$ cat config.mk
export PLATFORM = sky130hd
export DESIGN_NAME = shift_add_seq_multiplier
export DESIGN_NICKNAME = d
export VERILOG_FILES = /design/src/rtl/shift_add_seq_multiplier.sv
export SDC_FILE = /design/constraint.sdc
export NUM_CORES = 1
export LEC_CHECK = 0
export CAP_MARGIN = 10
export CORE_UTILIZATION = 45
export CTS_BUF_LIST = sky130_fd_sc_hd__clkbuf_4 sky130_fd_sc_hd__clkbuf_8
export DETAILED_ROUTE_END_ITERATION = 10
export PLACE_DENSITY_LB_ADDON = 0.1
export SYNTH_ARGS = -nofsm -noshare
export SYNTH_HDL_FRONTEND = slang
export SYNTH_SLANG_ARGS = --single-unit
$ cat constraint.sdc
create_clock -name clk -period 2.8 [get_ports clk]
set_input_delay 0.42 -clock clk [delete_from_list [all_inputs] [get_ports clk]]
set_output_delay 0.42 -clock clk [all_outputs]
set_load 0.01 [all_outputs]
$ cat src/rtl/shift_add_seq_multiplier.sv
// Sequential shift-and-add multiplier: WIDTH x WIDTH -> 2*WIDTH, one multiplier bit per clock (define SIGNED_MODE_EN to add a two's complement mode).
// Latency: out_valid in the (WIDTH+1)th cycle after the accept cycle; initiation interval WIDTH+2.
// Backpressure: in_ready only in IDLE; DONE holds prod and out_valid until out_ready.
module shift_add_seq_multiplier #(
    parameter int WIDTH = 8,
    parameter int CNT_W = $clog2(WIDTH) + 1
) (
    input  logic                 clk,
    input  logic                 rst,
    input  logic                 in_valid,
    output logic                 in_ready,
    input  logic [WIDTH-1:0]     a,
    input  logic [WIDTH-1:0]     b,
`ifdef SIGNED_MODE_EN
    input  logic                 signed_mode,
`endif
    output logic                 out_valid,
    input  logic                 out_ready,
    output logic [2*WIDTH-1:0]   prod,
    output logic                 busy
);

    typedef enum logic [1:0] {
        IDLE = 2'd0,
        CALC = 2'd1,
        DONE = 2'd2
    } state_t;

    localparam logic [CNT_W-1:0] LAST_CNT = CNT_W'(WIDTH - 1);

    state_t               state, state_nxt;
    logic [2*WIDTH-1:0]   mcand;
    logic [WIDTH-1:0]     mplier;
    logic [2*WIDTH-1:0]   acc;
    logic [CNT_W-1:0]     cnt;
    logic                 sign;

    logic [WIDTH-1:0]     op_a, op_b;
    logic                 sign_in;
    logic [2*WIDTH-1:0]   acc_sum;
    logic                 last_step;

    // Signed operands are reduced to magnitudes; -2^(WIDTH-1) maps to itself, which
    // read as unsigned is exactly its magnitude.
`ifdef SIGNED_MODE_EN
    always_comb begin
        op_a    = (signed_mode && a[WIDTH-1]) ? -a : a;
        op_b    = (signed_mode && b[WIDTH-1]) ? -b : b;
        sign_in = signed_mode & (a[WIDTH-1] ^ b[WIDTH-1]);
    end
`else
    always_comb begin
        op_a    = a;
        op_b    = b;
        sign_in = 1'b0;
    end
`endif

    assign acc_sum   = mplier[0] ? (acc + mcand) : acc;
    assign last_step = (cnt == LAST_CNT);

    always_ff @(posedge clk) begin
        if (rst) begin
            state <= IDLE;
        end else begin
            state <= state_nxt;
        end
    end

    always_comb begin
        state_nxt = state;
        in_ready  = 1'b0;
        out_valid = 1'b0;
        busy      = 1'b0;
        case (state)
            IDLE: begin
                in_ready = 1'b1;
                if (in_valid) begin
                    state_nxt = CALC;
                end
            end
            CALC: begin
                busy = 1'b1;
                if (last_step) begin
                    state_nxt = DONE;
                end
            end
            DONE: begin
                busy      = 1'b1;
                out_valid = 1'b1;
                if (out_ready) begin
                    state_nxt = IDLE;
                end
            end
            default: state_nxt = IDLE;
        endcase
    end

    always_ff @(posedge clk) begin
        if (rst) begin
            mcand  <= '0;
            mplier <= '0;
            acc    <= '0;
            cnt    <= '0;
            sign   <= 1'b0;
            prod   <= '0;
        end else begin
            case (state)
                IDLE: begin
                    if (in_valid) begin
                        mcand  <= {{WIDTH{1'b0}}, op_a};
                        mplier <= op_b;
                        acc    <= '0;
                        cnt    <= '0;
                        sign   <= sign_in;
                    end
                end
                CALC: begin
                    acc    <= acc_sum;
                    mcand  <= mcand << 1;
                    mplier <= mplier >> 1;
                    cnt    <= cnt + CNT_W'(1);
                    if (last_step) begin
                        prod <= sign ? -acc_sum : acc_sum;
                    end
                end
                default: ;
            endcase
        end
    end

endmodule

==> out/results.txt, run 1 <==
Worst R2R Setup Slack -> 350 ps
Max cap viols -> 0
Pin count of the biggest net entering global routing -> 30
Setup violations, final -> 0
Num CTS Buffers -> 9
Final WL -> 8.331 mm
Total iterations of the first detailed-routing run -> 4
First-pass GRT wire length -> 13.76 mm
IO Count -> 39
Outcome -> completed
WP buf/inv -> 0
Fraction of layout cells with a size suffix above 1 -> 7.692%
CTS tree -> done
Syn Std Cell Area -> 3361 µm²
Hold_buf cts -> 0
Site Rows -> 31
Die Area -> 7818 µm²
Yosys cell types -> 50
Area after DPL -> 3869 µm²
Antenna fix cells -> 0
Initial antenna violation count -> 0
RSZ-0062 raised after global routing -> false
Mean Syn Cell Area -> 8.137 µm²
YS warnings -> 0
Gr ovfl total -> 0
Max VDD drop -> 0.0003505 V
Dpl ws -> 402.9 ps
Critical path's top delay family -> compound AO/OA/AOI/OAI gates
Final GP Congestion -> 0.8790
Die Span Y -> 88.42 µm
Worst Path Arrival -> 2700 ps
Vias in the first global route -> 2808
DP HPWL -> 5.877 mm
Register area share after synthesis -> 36.93%
Routed length per instance -> 15.04 µm
Root buffer cell -> clkbuf_8
Buffers on Ports -> 38
Max-slew violations -> 0
Cell chain of the critical path -> ha_1 > fa_1 > a21o_1 > nand4_1 > a221oi_1 > nor2_1 > nor4b_1 > a21oi_1 > a311oi_1
Max stage delay on crit path -> 540 ps
Net Count, Synth -> 453
Clk buf depth -> 2
Required time worst endpoint -> 3050 ps
LEAKAGE -> 1.634 nW
Total GRT Usage -> 23.26%
Power per Cell Area -> 569.9 nW/µm²
Main synth FF type -> dfxtp_1
Residual DRC -> 0
Post-route cell area -> 4091 µm²
Critical Path End Type -> register
Crit Path Max Fanout -> 4
Core box area -> 7253 µm²
CTS clk-pin slew, worst paths -> 70 ps
Clock Latency Late Sink -> 340 ps
Worst-Margin Slew -> 579.2 ps
Detail Route Antenna Nets -> 0
Vias -> 3024
Setup Skew -> 6.277 ps
Asr flop ratio synth -> 0%
Setup Crit Path Kind -> reg2reg
Post-CTS sizing -> 0
Relative slew slack -> 61.38%
Post-CTS Setup Bufs -> 0
CTS H-Tree Depth -> 3
Hold WC Path Type -> in2reg
Fin crit period -> 2451 ps
Period utilisation layout -> 87.55%
Worst setup margin -> 348.6 ps
Synth Register Bits -> 62
Worst hold slack -> 490.6 ps
Top achievable clock speed -> 407.9 MHz
Post-synth EDFFs -> 0
Final Hold Viols -> 0
CP Launch Type -> register
Mapped Cells -> 413
Routed vias/inst -> 5.458
Nets -> 490
Layout overhead on the synthesized area -> 21.74%
Initial DRC count -> 142
Initial Utilization -> 46.33%
Post-Route Setup TNS -> 0 ps
Crit-path slowest cell -> a221oi_1
Clock Sinks -> 62
Die Width -> 88.42 µm
-- layout make-up --
| class | count | area [µm²] |
|---|---|---|
| well taps | 99 | 123.9 |
| clock inverters | 4 | 70.07 |
| multi-input cells | 307 | 1952 |
| inverters | 17 | 63.81 |
| repair buffers | 53 | 488.0 |
| fillers | 718 | 3162 |
| clock buffers | 12 | 152.6 |
| flip-flops and latches | 62 | 1241 |
-- state kept, by name, summed over array words and instances (netlist names) --
register,count
acc,16
mplier,8
mcand,16
prod,16
state,2
cnt,4
-- layout by cell type, fill, tap and decap left out, types with 2 or more instances in the layout --
master	count
nor3_1	12
o21ai_1	3
ha_1	19
o21ai_0	15
nand2_1	22
nor2_1	75
a22oi_1	19
o311ai_0	2
dfxtp_1	62
clkbuf_8	10
clkbuf_4	2
a22o_1	4
clkinv_2	2
a311oi_1	2
a21o_1	9
xor2_1	3
nand2b_1	3
a211oi_1	21
mux2i_1	16
or3_1	4
and2_1	3
nand4_1	3
o21a_1	4
xnor2_1	7
buf_4	15
clkdlybuf4s50_1	37
a31oi_1	9
a21oi_1	24
bufinv_16	2
nand3_1	6
inv_1	17
-- worst paths after layout --
| check | start | end | cells after the start |
|---|---|---|---|
| setup / recovery | acc[0] | prod[12] | 9 |
| setup reg to reg | acc[0] | prod[12] | 9 |
| hold / removal | rst | mcand[10] | 2 |
| hold reg to reg | acc[14] | acc[14] | 2 |
-- cell families after synthesis --
group	share of synthesized area, %
buffers and inverters	4.989
xor gates and xnor gates	2.606
DFF	36.93
muxes	5.547
AOI/OAI and AO/OA	24.65
adders and majority gates	7.669
and+or+nand+nor	17.61
-- where the power goes --
group / internal, mW / total [mW] / switching [mW]
registers: 0.929 / 0.973 / 0.0439
clock network: 0.543 / 0.888 / 0.346
logic: 0.191 / 0.470 / 0.279
-- metal layers --
layer,vias to the layer above,GRT usage (%),wire [µm]
met1,1387,31.83,4149
met3,17,4.944,273
li1,1562,-,-
met5,-,0,0
met4,0,8.798,155
met2,58,35.94,3751
-- cells in the mapped netlist, types with 6 or more instances --
| library cell | n | share of area, % |
|---|---|---|
| xnor2_1 | 7 | 1.8 |
| nand2_1 | 22 | 2.5 |
| dfxtp_1 | 62 | 37 |
| a211oi_1 | 21 | 4.7 |
| nor3_1 | 12 | 1.8 |
| nor2_1 | 75 | 8.4 |
| clkbuf_1 | 23 | 2.6 |
| nand3_1 | 6 | 0.89 |
| a21o_1 | 9 | 2.0 |
| a22oi_1 | 19 | 4.2 |
| mux2i_1 | 16 | 4.8 |
| o21ai_0 | 15 | 2.2 |
| a21oi_1 | 24 | 3.6 |
| a31oi_1 | 9 | 1.7 |
| ha_1 | 19 | 7.1 |
| inv_1 | 17 | 1.9 |
-- metrics by stage --
stage                     utilization [%]  total power, mW  cells
after global routing                56.41            2.459    554
after floorplan                         -            1.305    413
final                               56.41            2.332    554
after global placement              53.34            1.455    538
after CTS                           56.41            2.350    554
after detailed placement            53.34            1.463    538
(Power assumes the default switching activity.)
==> inputs of run 2 (changes only) <==
- CORE_UTILIZATION: 45 -> 50
==> out/results.txt, run 2 (same netlist as run 1, synthesis figures left out) <==
Routed length per instance -> 15.19 µm (+1.0%)
Biggest regs -> acc x16, mcand x16, prod x16
Vias -> 3100 (+2.5%)
Clock Latency Late Sink -> 350 ps (about the same)
Max-slew violations -> 0 (unchanged)
Fill count -> 560 (-22%)
First-pass GRT wire length -> 13.90 mm (+1.0%)
Fraction of layout cells with a size suffix above 1 -> 7.285% (-0.41 points)
Post-CTS Setup Bufs -> 0 (unchanged)
Pin count of the biggest net entering global routing -> 29 (-3.3%)
Clock Sinks -> 62 (unchanged)
Max cap viols -> 0 (unchanged)
Post-CTS sizing -> 0 (unchanged)
Root buffer cell -> clkbuf_8
Cell chain of the critical path -> ha_1 > nand2_1 > o211ai_1 > nand2_1 > o21ai_0 > a31oi_1 > or3_1 > a31oi_1
Residual DRC -> 6 (+6)
Worst hold slack -> 478.0 ps (-12.56 ps)
Outcome -> complete, but fails checks
Total GRT Usage -> 24.77% (+1.5 points)
Antenna fix cells -> 0 (unchanged)
Final WL -> 8.050 mm (-3.4%)
Top achievable clock speed -> 419.9 MHz (+2.9%)
CTS H-Tree Depth -> 3 (unchanged)
Worst-Margin Slew -> 509.8 ps (-69.47 ps)
Clk buf depth -> 2 (unchanged)
Setup Skew -> 8.635 ps (+2.357 ps)
DP HPWL -> 5.646 mm (-3.9%)
Initial DRC count -> 117 (-18%)
Fin crit period -> 2381 ps (-70.12 ps)
Placed cells -> 514 (-4.5%)
Total iterations of the first detailed-routing run -> 8 (+4)
Routed vias/inst -> 5.849 (+7.2%)
Setup violations, final -> 0 (unchanged)
Critical Path End Type -> register
Power per Cell Area -> 574.6 nW/µm² (+0.83%)
CTS clk-pin slew, worst paths -> 80 ps (about the same)
Core box area -> 6422 µm² (-11%)
LEAKAGE -> 1.618 nW (-1.0%)
Final GP Congestion -> 0.8744 (-0.52%)
IO Count -> 39 (unchanged)
Die Area -> 7053 µm² (-9.8%)
Vias in the first global route -> 3000 (+6.8%)
Gr ovfl total -> 0 (unchanged)
CTS tree -> done
Setup Crit Path Kind -> reg2reg
Crit-path slowest cell -> o21ai_0
Die Width -> 83.99 µm (-5.0%)
Worst Path Arrival -> 2660 ps (-40 ps)
Relative slew slack -> 66.02% (+4.6 points)
Most common cell after layout, fill and taps aside -> nor2_1
Required time worst endpoint -> 3070 ps (+20 ps)
Initial Utilization -> 52.33% (+6.0 points)
Crit Path Max Fanout -> 5 (+1)
Worst setup margin -> 418.8 ps (+70.12 ps)
CP Launch Type -> register
Fin util -> 63.04% (+6.6 points)
Hold WC Path Type -> reg2reg
Most frequent cells in the layout -> nor2_1, dfxtp_1, clkdlybuf4s50_1
Initial antenna violation count -> 0 (unchanged)
Footprint of the multi-input gates -> 1952 µm² (unchanged)
Period utilisation layout -> 85.04% (-2.5 points)
Detail Route Antenna Nets -> 0 (unchanged)
Max stage delay on crit path -> 380 ps (-160 ps)
Non-Filler Instances -> 530 (-4.3%)
Max VDD drop -> 0.0004112 V (+17%)
Nets -> 488 (-0.41%)
Final Hold Viols -> 0 (unchanged)
Dpl ws -> 440.3 ps (+37.47 ps)
Hold_buf cts -> 0 (unchanged)
Failing checks -> design-rule violations
Site Rows -> 29 (-6.5%)
Register Area -> 1241 µm² (unchanged)
Buffers on Ports -> 38 (unchanged)
Die Span Y -> 83.99 µm (-5.0%)
Layout overhead on the synthesized area -> 20.48%
Post-Route Setup TNS -> 0 ps (unchanged)
RSZ-0062 raised after global routing -> false
Num CTS Buffers -> 9 (unchanged)
==> run 2: cell count changes in the layout (fill, tap and decap cells not counted) <==
cell and change:
clkinv_4 +3, clkinvlp_4 +1, clkbuf_4 -2, clkinv_2 -1, buf_4 -2, clkbuf_8 -1
==> run 2: path summary, 6_finish.rpt <==
path / to / from / slack (ps) / cells after the start
min reg2reg: acc[14] / acc[14] / 480 / 2
min: acc[14] / acc[14] / 480 / 2
max reg2reg: acc[13] / mcand[3] / 420 / 8
max: acc[13] / mcand[3] / 420 / 8
==> run 2: power breakdown <==
group          internal (mW)  leakage (nW)  total, mW  switching, mW
registers              0.929         0.504      0.977         0.0485
clock network          0.503         0.109      0.888          0.385
logic                  0.188          1.00      0.461          0.272
total                   1.62          1.62       2.33          0.706
==> run 2: final cells by class <==
cell class                      instances  share of cell area, %
Sequential cell                        62                  30.66
Clock buffer                            9                  3.059
Clock inverter                          7                  2.441
Inverter                               17                  1.576
Timing Repair Buffer                   51                  11.68
Tap cell                               77                  2.379
Multi-Input combinational cell        307                  48.21
==> run 2: per-layer routing <==
layer | share of wire [%] | vias to the layer above | GRT usage (%)
li1 | - | 1550 | -
met3 | 4.3 | 14 | 4.055
met1 | 49 | 1447 | 32.84
met5 | 0 | - | 0
met2 | 44 | 89 | 38.97
met4 | 2.4 | 0 | 12.23
==> run 2: stage by stage <==
step / power (mW) / instance area [µm²]
after floorplan: 1.305 / 3361
after global placement: 1.446 / 3826
after detailed placement: 1.455 / 3826
after CTS: 2.338 / 4049
after global routing: 2.445 / 4049
final: 2.326 / 4049
==> run 2: critical path: cells and delay by family, from the launching register on <==
family | cells | cell delay (ps)
fa+ha+maj | 1 | 370
flops | 1 | 340
compound gates | 4 | 1020
simple gates | 3 | 560
